--- src/rtl/crc_pkg.sv ---
// Shared CRC-8 definitions for the serial generator/checker pair.
// Latency: n/a (types, constants, combinational helper). Backpressure: n/a.
package crc_pkg;

    localparam int             CRC_WIDTH = 8;
    localparam logic [7:0]     CRC_TAPS  = 8'h44;
    localparam logic [7:0]     CRC_SEED  = 8'hD8;

    typedef enum logic [1:0] {
        IDLE   = 2'd0,
        DATA   = 2'd1,
        CHECK  = 2'd2,
        REPORT = 2'd3
    } crc_state_t;

    // One serial step: feedback enters at the MSB and is folded into tapped bits.
    function automatic logic [CRC_WIDTH-1:0] lfsr_step(
        input logic [CRC_WIDTH-1:0] lfsr,
        input logic                 din,
        input logic [CRC_WIDTH-1:0] taps = CRC_TAPS
    );
        logic                 fb;
        logic [CRC_WIDTH-1:0] nxt;
        fb             = lfsr[0] ^ din;
        nxt            = '0;
        nxt[CRC_WIDTH-1] = fb;
        for (int i = 0; i < CRC_WIDTH-1; i++) begin
            nxt[i] = lfsr[i+1] ^ (taps[i] & fb);
        end
        return nxt;
    endfunction

endpackage

--- src/rtl/crc_lfsr_core.sv ---
// CRC LFSR register with seed load, payload step and zero-fill shift-out.
// Latency: 1 cycle per operation. Backpressure: none; holds when no control is set.
module crc_lfsr_core
    import crc_pkg::*;
#(
    parameter int               WIDTH = CRC_WIDTH,
    parameter logic [WIDTH-1:0] TAPS  = CRC_TAPS,
    parameter logic [WIDTH-1:0] SEED  = CRC_SEED
) (
    input  logic CLK,
    input  logic RST,
    input  logic load_seed,
    input  logic step,
    input  logic step_bit,
    input  logic shift_out,
    output logic lfsr_lsb
);

    logic [WIDTH-1:0] lfsr_q;
    logic [WIDTH-1:0] lfsr_d;
    logic [WIDTH-1:0] step_base;

    // Stepping together with a seed load starts the next frame straight from SEED.
    assign step_base = load_seed ? SEED : lfsr_q;

    always_comb begin
        lfsr_d = lfsr_q;
        if (step) begin
            lfsr_d = lfsr_step(step_base, step_bit, TAPS);
        end else if (load_seed) begin
            lfsr_d = SEED;
        end else if (shift_out) begin
            lfsr_d = lfsr_q >> 1;
        end
    end

    always_ff @(posedge CLK) begin
        if (RST) begin
            lfsr_q <= SEED;
        end else begin
            lfsr_q <= lfsr_d;
        end
    end

    assign lfsr_lsb = lfsr_q[0];

endmodule

--- config.mk ---
export PLATFORM = sky130hd
export DESIGN_NAME = crc_lfsr_core
export DESIGN_NICKNAME = d
export VERILOG_FILES = /design/src/rtl/crc_pkg.sv /design/src/rtl/crc_lfsr_core.sv
export SDC_FILE = /design/constraint.sdc
export NUM_CORES = 1
export LEC_CHECK = 0
export BUFFER_PORTS_ARGS = -buffer_cell sky130_fd_sc_hd__buf_2
export CAP_MARGIN = 20
export CORE_MARGIN = 1.5
export CORE_UTILIZATION = 30
export DETAILED_ROUTE_END_ITERATION = 10
export GPL_TIMING_DRIVEN = 0
export PLACE_DENSITY = 0.5
export SYNTH_ARGS = -nofsm -noshare
export SYNTH_HDL_FRONTEND = slang
export SYNTH_SLANG_ARGS = --single-unit
--- constraint.sdc ---
create_clock -name CLK -period 1.1 [get_ports CLK]
set_input_delay 0.22 -clock CLK [delete_from_list [all_inputs] [get_ports CLK]]
set_output_delay 0.22 -clock CLK [all_outputs]
set_load 0.03 [all_outputs]
Yosys cells after proc, flatten, opt, wreduce, memory -nomap -nowiden
Index checks and enable logic that the tools add are counted.
W data, S select, Z words.
{ "totals": {"ff_bits": 8, "inputBits": 6, "elab_cells": 9} }
{ "classes": {"n_mux": 4, "bitwise_logic": 3, "reduce_logical": 1} }
{ "op_table": {"columns": ["operator", "n"], "rows": [
  ["$mux W8", 4],
  ["$reduce_bool A3 Y1", 1],
  ["$xor A1 B1 Y1", 3]
]} }

Logic depth before layout (Yosys ltp)
Gate-level depths: netlist of run 1.
{ "logic_depth": {"word_depth": 4, "mapped_depth": 5, "ltp_nobuf": 4} }

Worst setup path after synthesis of run 1
No wires, ideal clock.
{ "synth_path": {"kind": "register to register", "from": "reg lfsr_q[0]", "to": "reg lfsr_q[6]", "setup_ns": 0.123, "arrival_time_ns": 1.314, "t_required_ns": 0.977, "setup_slack_ns": -0.337, "path_stages_with_launch": 5, "n_path_buf": 0, "synth_period_minus_slack_ns": 1.437, "path_cell_list": "dfxtp_1 > nor2b_4 > mux2i_4 > nor4b_1 > o31ai_1"} }
{ "synth_between": {"elab_chain_len": 4} }
{ "synth_rtl": {"columns": ["item", "line_no", "rtl"], "rows": [
  ["start: declaration", "crc_lfsr_core.sv:19", "logic [WIDTH-1:0] lfsr_q;"],
  ["start signal: assignment", "crc_lfsr_core.sv:41", "lfsr_q <= lfsr_d;"],
  ["$mux W8", "crc_lfsr_core.sv:24", "assign step_base = load_seed ? SEED : lfsr_q;"],
  ["$xor A1 B1 Y1", "crc_pkg.sv:24", "fb = lfsr[0] ^ din;"],
  ["$xor A1 B1 Y1", "crc_pkg.sv:28", "nxt[i] = lfsr[i+1] ^ (taps[i] & fb);"],
  ["$mux W8", "crc_lfsr_core.sv:28", "if (step) begin"]
]} }
No other way between the ends.
A chain may end at the register's enable or synchronous reset.

Final worst setup path of run 1
Ends and elaborated chain as after synthesis.

==> results.py, run 1 <==
metrics = {
    "layout": {
        "layout_commonest_cell": "dfxtp_1",
        "utilization_pct": 41.8,
        "fillers": 135,
        "area_delta_synth_final_pct": 27.9,
        "largest-register": "lfsr_q",
        "multi_input_area_um2": 268,
        "top_regs": "lfsr_q: 8 flops",
        "layout_common_cells": "dfxtp_1 (7), buf_2 (5), nor2_1 (4), nor3_1 (4)",
        "largest_reg_flops": 8,
        "num_antenna_cells": 0,
        "fin_nets": 66,
        "regArea_um2": 164,
        "fin_cells": 74,
        "drive_gt1_share_pct": 35.6,
    },
    "synthesis": {
        "synth.area.mux_share_pct": 12.2,
        "netlist_top_cells_area": "dfxtp_1 (37%), mux2i_1 (7.0%), mux2i_4 (5.2%)",
        "synth_top_area_cell": "dfxtp_1",
        "synth_compound_area_share_pct": 14.5,
        "netlist_area_um2": 430,
        "synth-xor-area-share_pct": 2.03,
        "synth_simple_gate_area_share_pct": 27.0,
        "synth_cell_type_count": 25,
        "ys_ff_latch": 8,
        "synth_enable_flop_cells": 0,
        "syn_nets": 54,
        "yosys_warnings": 0,
        "async_flop_share_pct": 0,
        "synth_top_family_by_area": "simple AND/OR/NAND/NOR gates",
        "synth_ff_type": "dfxtp_1",
        "synth.avg_cell_area_um2": 8.97,
        "synth_top_area_share_pct": 37.2,
        "synthAdderAreaFrac_pct": 0,
        "synthCells": 48,
        "synth-seq-area-share_pct": 37.2,
    },
    "floorplan": {
        "start_util_pct": 32.7,
        "die_h_um": 40.9,
        "pin_count": 7,
        "dieWidth_um": 40.9,
        "row_count": 13,
        "die_area_um2": 1670,
        "core-area_um2": 1320,
    },
    "route": {
        "antenna_left": 0,
        "drc": 0,
        "wl_per_cell_um": 12.2,
        "first_pass_iters": 4,
        "via_per_inst": 4.93,
        "vias": 365,
        "first_iter_violations": 11,
        "wl_um": 906,
    },
    "timing": {
        "hold_violations": 0,
        "post-route-period-util_pct": 106,
        "clock.fmax_mhz": 860,
        "finalMaxSlewViolations": 0,
        "setup-violations-final": 2,
        "setup_tns_ns": -0.0668,
        "finalWorstSetupSlack_ns": -0.0622,
        "tightestPinTransition_ns": 0.341,
        "final.min_clock_period_ns": 1.16,
        "fin_skew_ns": 0.000484,
        "grt_setup_unrepaired": "yes",
        "slew_headroom_pct": 77.2,
    },
    "global_route": {
        "grt-ovfl-total": 0,
        "grt_pass1_wl_um": 1610,
        "antenna_found_initial": 0,
        "track_usage_pct": 15.3,
        "first_global_vias": 366,
        "grt_max_degree": 11,
    },
    "critical_path": {
        "rr_worst_depth": 4,
        "critPathMaxFanout": 3,
        "regToRegEndpoint": "lfsr_q[6]$_SDFFE_PP1P_",
        "cp_data_required_time_ns": 1.25,
        "start_kind": "register",
        "r2r_slack_ns": -0.06,
        "slowest_delay_ns": 0.35,
        "path_depth": 4,
        "worstSetupEndpointType": "register",
        "rr_startpoint": "lfsr_q[0]$_SDFFE_PP0P_",
        "cp_num_buf_inv": 0,
        "worst_path_max_delay_cell": "dfxtp_4",
        "arrival_ns": 1.31,
        "critPathTopFamily": "simple AND/OR/NAND/NOR gates",
        "cp_cell_sequence": "nor2b_4 > mux2i_4 > nor4b_4 > o31ai_1",
        "crit_type": "reg -> reg",
    },
    "worst_hold_path": {
        "hold_path.class": "in -> reg",
        "min_path_cells": 2,
        "hold_path_end": "lfsr_q[5]$_SDFFE_PP0P_",
        "min-delay-start": "RST",
    },
    "placed_design": {
        "gp_congestion": 0.714,
        "port_buffers": 6,
        "place_hpwl_um": 643,
        "dp.cells": 69,
    },
    "power_and_ir_drop": {
        "netSwitchingFraction_pct": 26.6,
        "vdd_ir_drop_max_uv": 767,
        "pwr-share-comb_pct": 15.1,
        "switchingPower_w": 0.000178,
        "pwr-share-clk_pct": 37.6,
        "power_leakage_nw": 0.232,
        "p_int_w": 0.000490,
        "power.density_nw_per_um2": 1210,
        "p_seq_share_pct": 47.3,
    },
    "clocking": {
        "clockBufferDepth": 2,
        "worstSkewPairLatency_ns": 0.26,
        "cts-buffers-inserted": 3,
        "cts_hold_buf": 0,
        "clockRootBuffer": "clkbuf_4",
        "clock-sinks": 8,
        "cts-htree-levels": 1,
        "clk_pin_slew_ns": 0.06,
        "tritoncts": "yes",
    },
    "run": {
        "drv_cap": 0,
    },
    "status": {
        "violations": "negative setup slack",
        "status": "finished, violations left",
    },
}
## logic make-up (layout without fill, tap and decap cells)
kind of cell    count (synthesis)  in the layout
flops                           8              8
compound gates                 10             10
mux                             4              4
xor+xnor                        1              1
simple gates                   20             20
buf+inv                         5             16
## through the flow
step	setup slack [ns]	hold WS [ns]	area (µm²)	power (W)
2_1_floorplan	-0.102	0.287	440	0.000384
3_3_place_gp	-0.112	0.463	489	0.000416
3_5_place_dp	-0.127	0.465	489	0.000416
4_1_cts	-0.0807	0.193	538	0.000670
5_1_grt	-0.140	0.207	551	0.000706
6_report	-0.0622	0.186	551	0.000668
## metal layers
layer,share of wire [%],vias up,GRT usage (%),wire length [µm]
met1,50,167,19.7,454
met5,0,-,0,0
met4,1.5,0,7.50,14
met3,4.2,4,5.43,38
met2,44,6,22.3,398
li1,-,188,-,-
## cells in the mapped netlist (2+ instances only)
master	count
o21ai_0	2
dfxtp_1	8
o31ai_1	2
mux2i_1	3
nor2_1	4
nor3_1	4
nand2_1	3
inv_1	3
a21oi_1	3
## final cells by class
| type | count | share of cell area (%) |
|---|---|---|
| Tap cell | 15 | 3.41 |
| Clock buffer | 4 | 4.77 |
| Inverter | 3 | 2.05 |
| Buffer | 2 | 3.41 |
| Multi-Input combinational cell | 35 | 48.6 |
| Timing Repair Buffer | 7 | 7.95 |
| Sequential cell | 8 | 29.8 |
## worst max-delay path by stage
stage,end,from,slack [ns]
CTS,lfsr_q[6]$_SDFFE_PP1P_,lfsr_q[0]$_SDFFE_PP0P_,-0.08
detailed placement,lfsr_q[6]$_SDFFE_PP1P_,step,-0.13
finish,lfsr_q[6]$_SDFFE_PP1P_,lfsr_q[0]$_SDFFE_PP0P_,-0.06
global route,lfsr_q[6]$_SDFFE_PP1P_,lfsr_q[0]$_SDFFE_PP0P_,-0.14
floorplan,lfsr_q[6]$_SDFFE_PP1P_,lfsr_q[0]$_SDFFE_PP0P_,-0.10
global placement,lfsr_q[6]$_SDFFE_PP1P_,step,-0.11
## power by group through the flow
stage / Combinational [W] / Sequential, W / Clock (W)
6_report: 0.000101 / 0.000316 / 0.000251
5_1_grt: 0.000112 / 0.000318 / 0.000276
4_1_cts: 0.0000993 / 0.000316 / 0.000255
3_5_place_dp: 0.0000948 / 0.000321 / 0
3_3_place_gp: 0.0000944 / 0.000321 / 0
2_1_floorplan: 0.0000648 / 0.000319 / 0
## timing repair
action	CTS	global route
endpoints found under the setup margin	1	3
gates resized for setup	3	2
setup buffers	1	0
pin swaps	0	3
No activity file was read; power rests on OpenSTA's default activity.
==> run 2: changes to the inputs <==
--- a/config.mk
+++ b/config.mk
@@ -10,7 +10,6 @@
 export CORE_MARGIN = 1.5
 export CORE_UTILIZATION = 30
 export DETAILED_ROUTE_END_ITERATION = 10
-export GPL_TIMING_DRIVEN = 0
 export PLACE_DENSITY = 0.5
 export SYNTH_ARGS = -nofsm -noshare
 export SYNTH_HDL_FRONTEND = slang
==> run 2 against run 1 <==
The run still ends with negative setup slack left. Fmax decreased by 2.6%. Routed wire length down 7.1%. Non-clock buffer count grew 5. Critical path type unchanged. Critical path depth unchanged.
==> results.py, run 2 (synthesis gave the netlist of run 1 again) <==
metrics = {
    "route": {
        "via_per_inst": 4.73,
        "drc": 0,
        "wl_um": 842,
        "first_iter_violations": 6,
        "first_pass_iters": 2,
        "vias": 374,
        "wl_per_cell_um": 10.7,
        "antenna_left": 0,
    },
    "power_and_ir_drop": {
        "vdd_ir_drop_max_uv": 535,
        "power.density_nw_per_um2": 1160,
        "power_leakage_nw": 0.253,
    },
    "layout": {
        "num_antenna_cells": 0,
        "layout_common_cells": "dfxtp_1 (7), buf_4 (7), buf_2 (5), nor2_1 (4), nor3_1 (4)",
        "regArea_um2": 164,
        "fin_cells": 79,
        "area_delta_synth_final_pct": 36.0,
        "largest-register": "lfsr_q",
        "utilization_pct": 44.4,
        "multi_input_area_um2": 265,
        "largest_reg_flops": 8,
        "drive_gt1_share_pct": 40.6,
        "design_area_um2": 586,
        "fin_nets": 71,
        "fillers": 133,
        "top_regs": "lfsr_q: 8 flops",
    },
    "worst_hold_path": {
        "hold_path.class": "in -> reg",
    },
    "timing": {
        "post-route-period-util_pct": 109,
        "grt_setup_unrepaired": "yes",
        "slew_headroom_pct": 77.8,
        "setup-violations-final": 2,
        "fin_skew_ns": 0.00816,
        "finalMaxSlewViolations": 0,
        "final.min_clock_period_ns": 1.19,
        "finalWorstSetupSlack_ns": -0.0936,
        "whs_ns": 0.184,
        "clock.fmax_mhz": 838,
        "tightestPinTransition_ns": 0.332,
        "hold_violations": 0,
    },
    "global_route": {
        "first_global_vias": 345,
        "antenna_found_initial": 0,
        "grt_pass1_wl_um": 1460,
        "grt-ovfl-total": 0,
        "track_usage_pct": 13.6,
        "grt_max_degree": 13,
    },
    "clocking": {
        "cts-htree-levels": 1,
        "clockRootBuffer": "clkbuf_4",
        "tritoncts": "yes",
        "clockBufferDepth": 2,
        "clk_pin_slew_ns": 0.06,
        "cts-buffers-inserted": 3,
        "worstSkewPairLatency_ns": 0.26,
        "clock-sinks": 8,
    },
    "status": {
        "violations": "negative setup slack",
        "status": "finished, violations left",
    },
    "critical_path": {
        "worstSetupEndpointType": "register",
        "r2r_slack_ns": -0.09,
        "cp_num_buf_inv": 0,
        "start_kind": "register",
        "worst_path_max_delay_cell": "dfxtp_4",
        "cp_data_required_time_ns": 1.25,
        "cp_cell_sequence": "nor2b_4 > mux2i_4 > nor4b_4 > o31ai_2",
        "critPathMaxFanout": 3,
        "arrival_ns": 1.34,
        "crit_type": "reg -> reg",
        "critPathTopFamily": "simple AND/OR/NAND/NOR gates",
        "slowest_delay_ns": 0.35,
    },
    "floorplan": {
        "pin_count": 7,
        "row_count": 13,
        "core-area_um2": 1320,
        "die_h_um": 40.9,
        "dieWidth_um": 40.9,
        "start_util_pct": 32.7,
        "die_area_um2": 1670,
    },
    "run": {
        "drv_cap": 0,
    },
    "placed_design": {
        "port_buffers": 6,
        "gp_congestion": 0.790,
        "dpl_cell_area_um2": 515,
        "place_hpwl_um": 628,
        "dp.cells": 73,
    },
}
[run 2: cell count changes in the layout (fill, tap and decap cells not counted)]
cell,previous run,this run
xor2_2,1,0
buf_4,2,7
o31ai_2,0,1
xor2_1,0,1
o31ai_1,2,1
[run 2: worst register-to-register path, delay by kind of cell (launching register included)]
family / cells / cell delay [ns]
muxes: 1 / 0.26
and+or+nand+nor: 2 / 0.39
DFF: 1 / 0.35
AOI/OAI and AO/OA: 1 / 0.08
[run 2: what timing repair did]
item	CTS	global route
endpoints found under the setup margin	2	4
pin swaps	1	2
setup buffers	1	1
resized for setup	3	3
hold buffers	0	0
[run 2: cell type report]
type	instances	share of cell area (%)
timing repair buffer	14	17.1
sequential	8	28.0
clock buffer	4	4.49
inverter	3	1.92
tap	15	3.21
multi-input combinational	35	45.3
[run 2: power breakdown]
part | internal, W | switching, W
logic | 0.0000579 | 0.0000559
clock network | 0.000140 | 0.000113
registers | 0.000304 | 0.0000110
total | 0.000502 | 0.000180
[run 2: worst paths after layout]
check | from | endpoint | cells past startpoint
worst max-delay path | lfsr_q[0]$_SDFFE_PP0P_ | lfsr_q[6]$_SDFFE_PP1P_ | 4
worst min-delay path | RST | lfsr_q[0]$_SDFFE_PP0P_ | 2
worst max register to register | lfsr_q[0]$_SDFFE_PP0P_ | lfsr_q[6]$_SDFFE_PP1P_ | 4
worst min register to register | lfsr_q[4]$_SDFFE_PP1P_ | lfsr_q[3]$_SDFFE_PP1P_ | 2
[run 2: per-stage QoR]
| step | total power (W) | setup WS, ns | setup TNS, ns |
|---|---|---|---|
| floorplan | 0.000384 | -0.102 | -0.102 |
| global placement | 0.000423 | -0.0722 | -0.111 |
| detailed placement | 0.000422 | -0.0803 | -0.127 |
| CTS | 0.000681 | -0.0943 | -0.113 |
| global route | 0.000709 | -0.159 | -0.378 |
| finish | 0.000681 | -0.0936 | -0.176 |
[run 2: per-layer routing]
metal	share of wire (%)	routed length [µm]	up-vias	track usage [%]
met2	44	368	5	19.5
met4	1.7	14	0	7.50
met3	2.7	23	2	1.63
met5	0	0	-	0
met1	52	436	167	19.3
li1	-	-	200	-
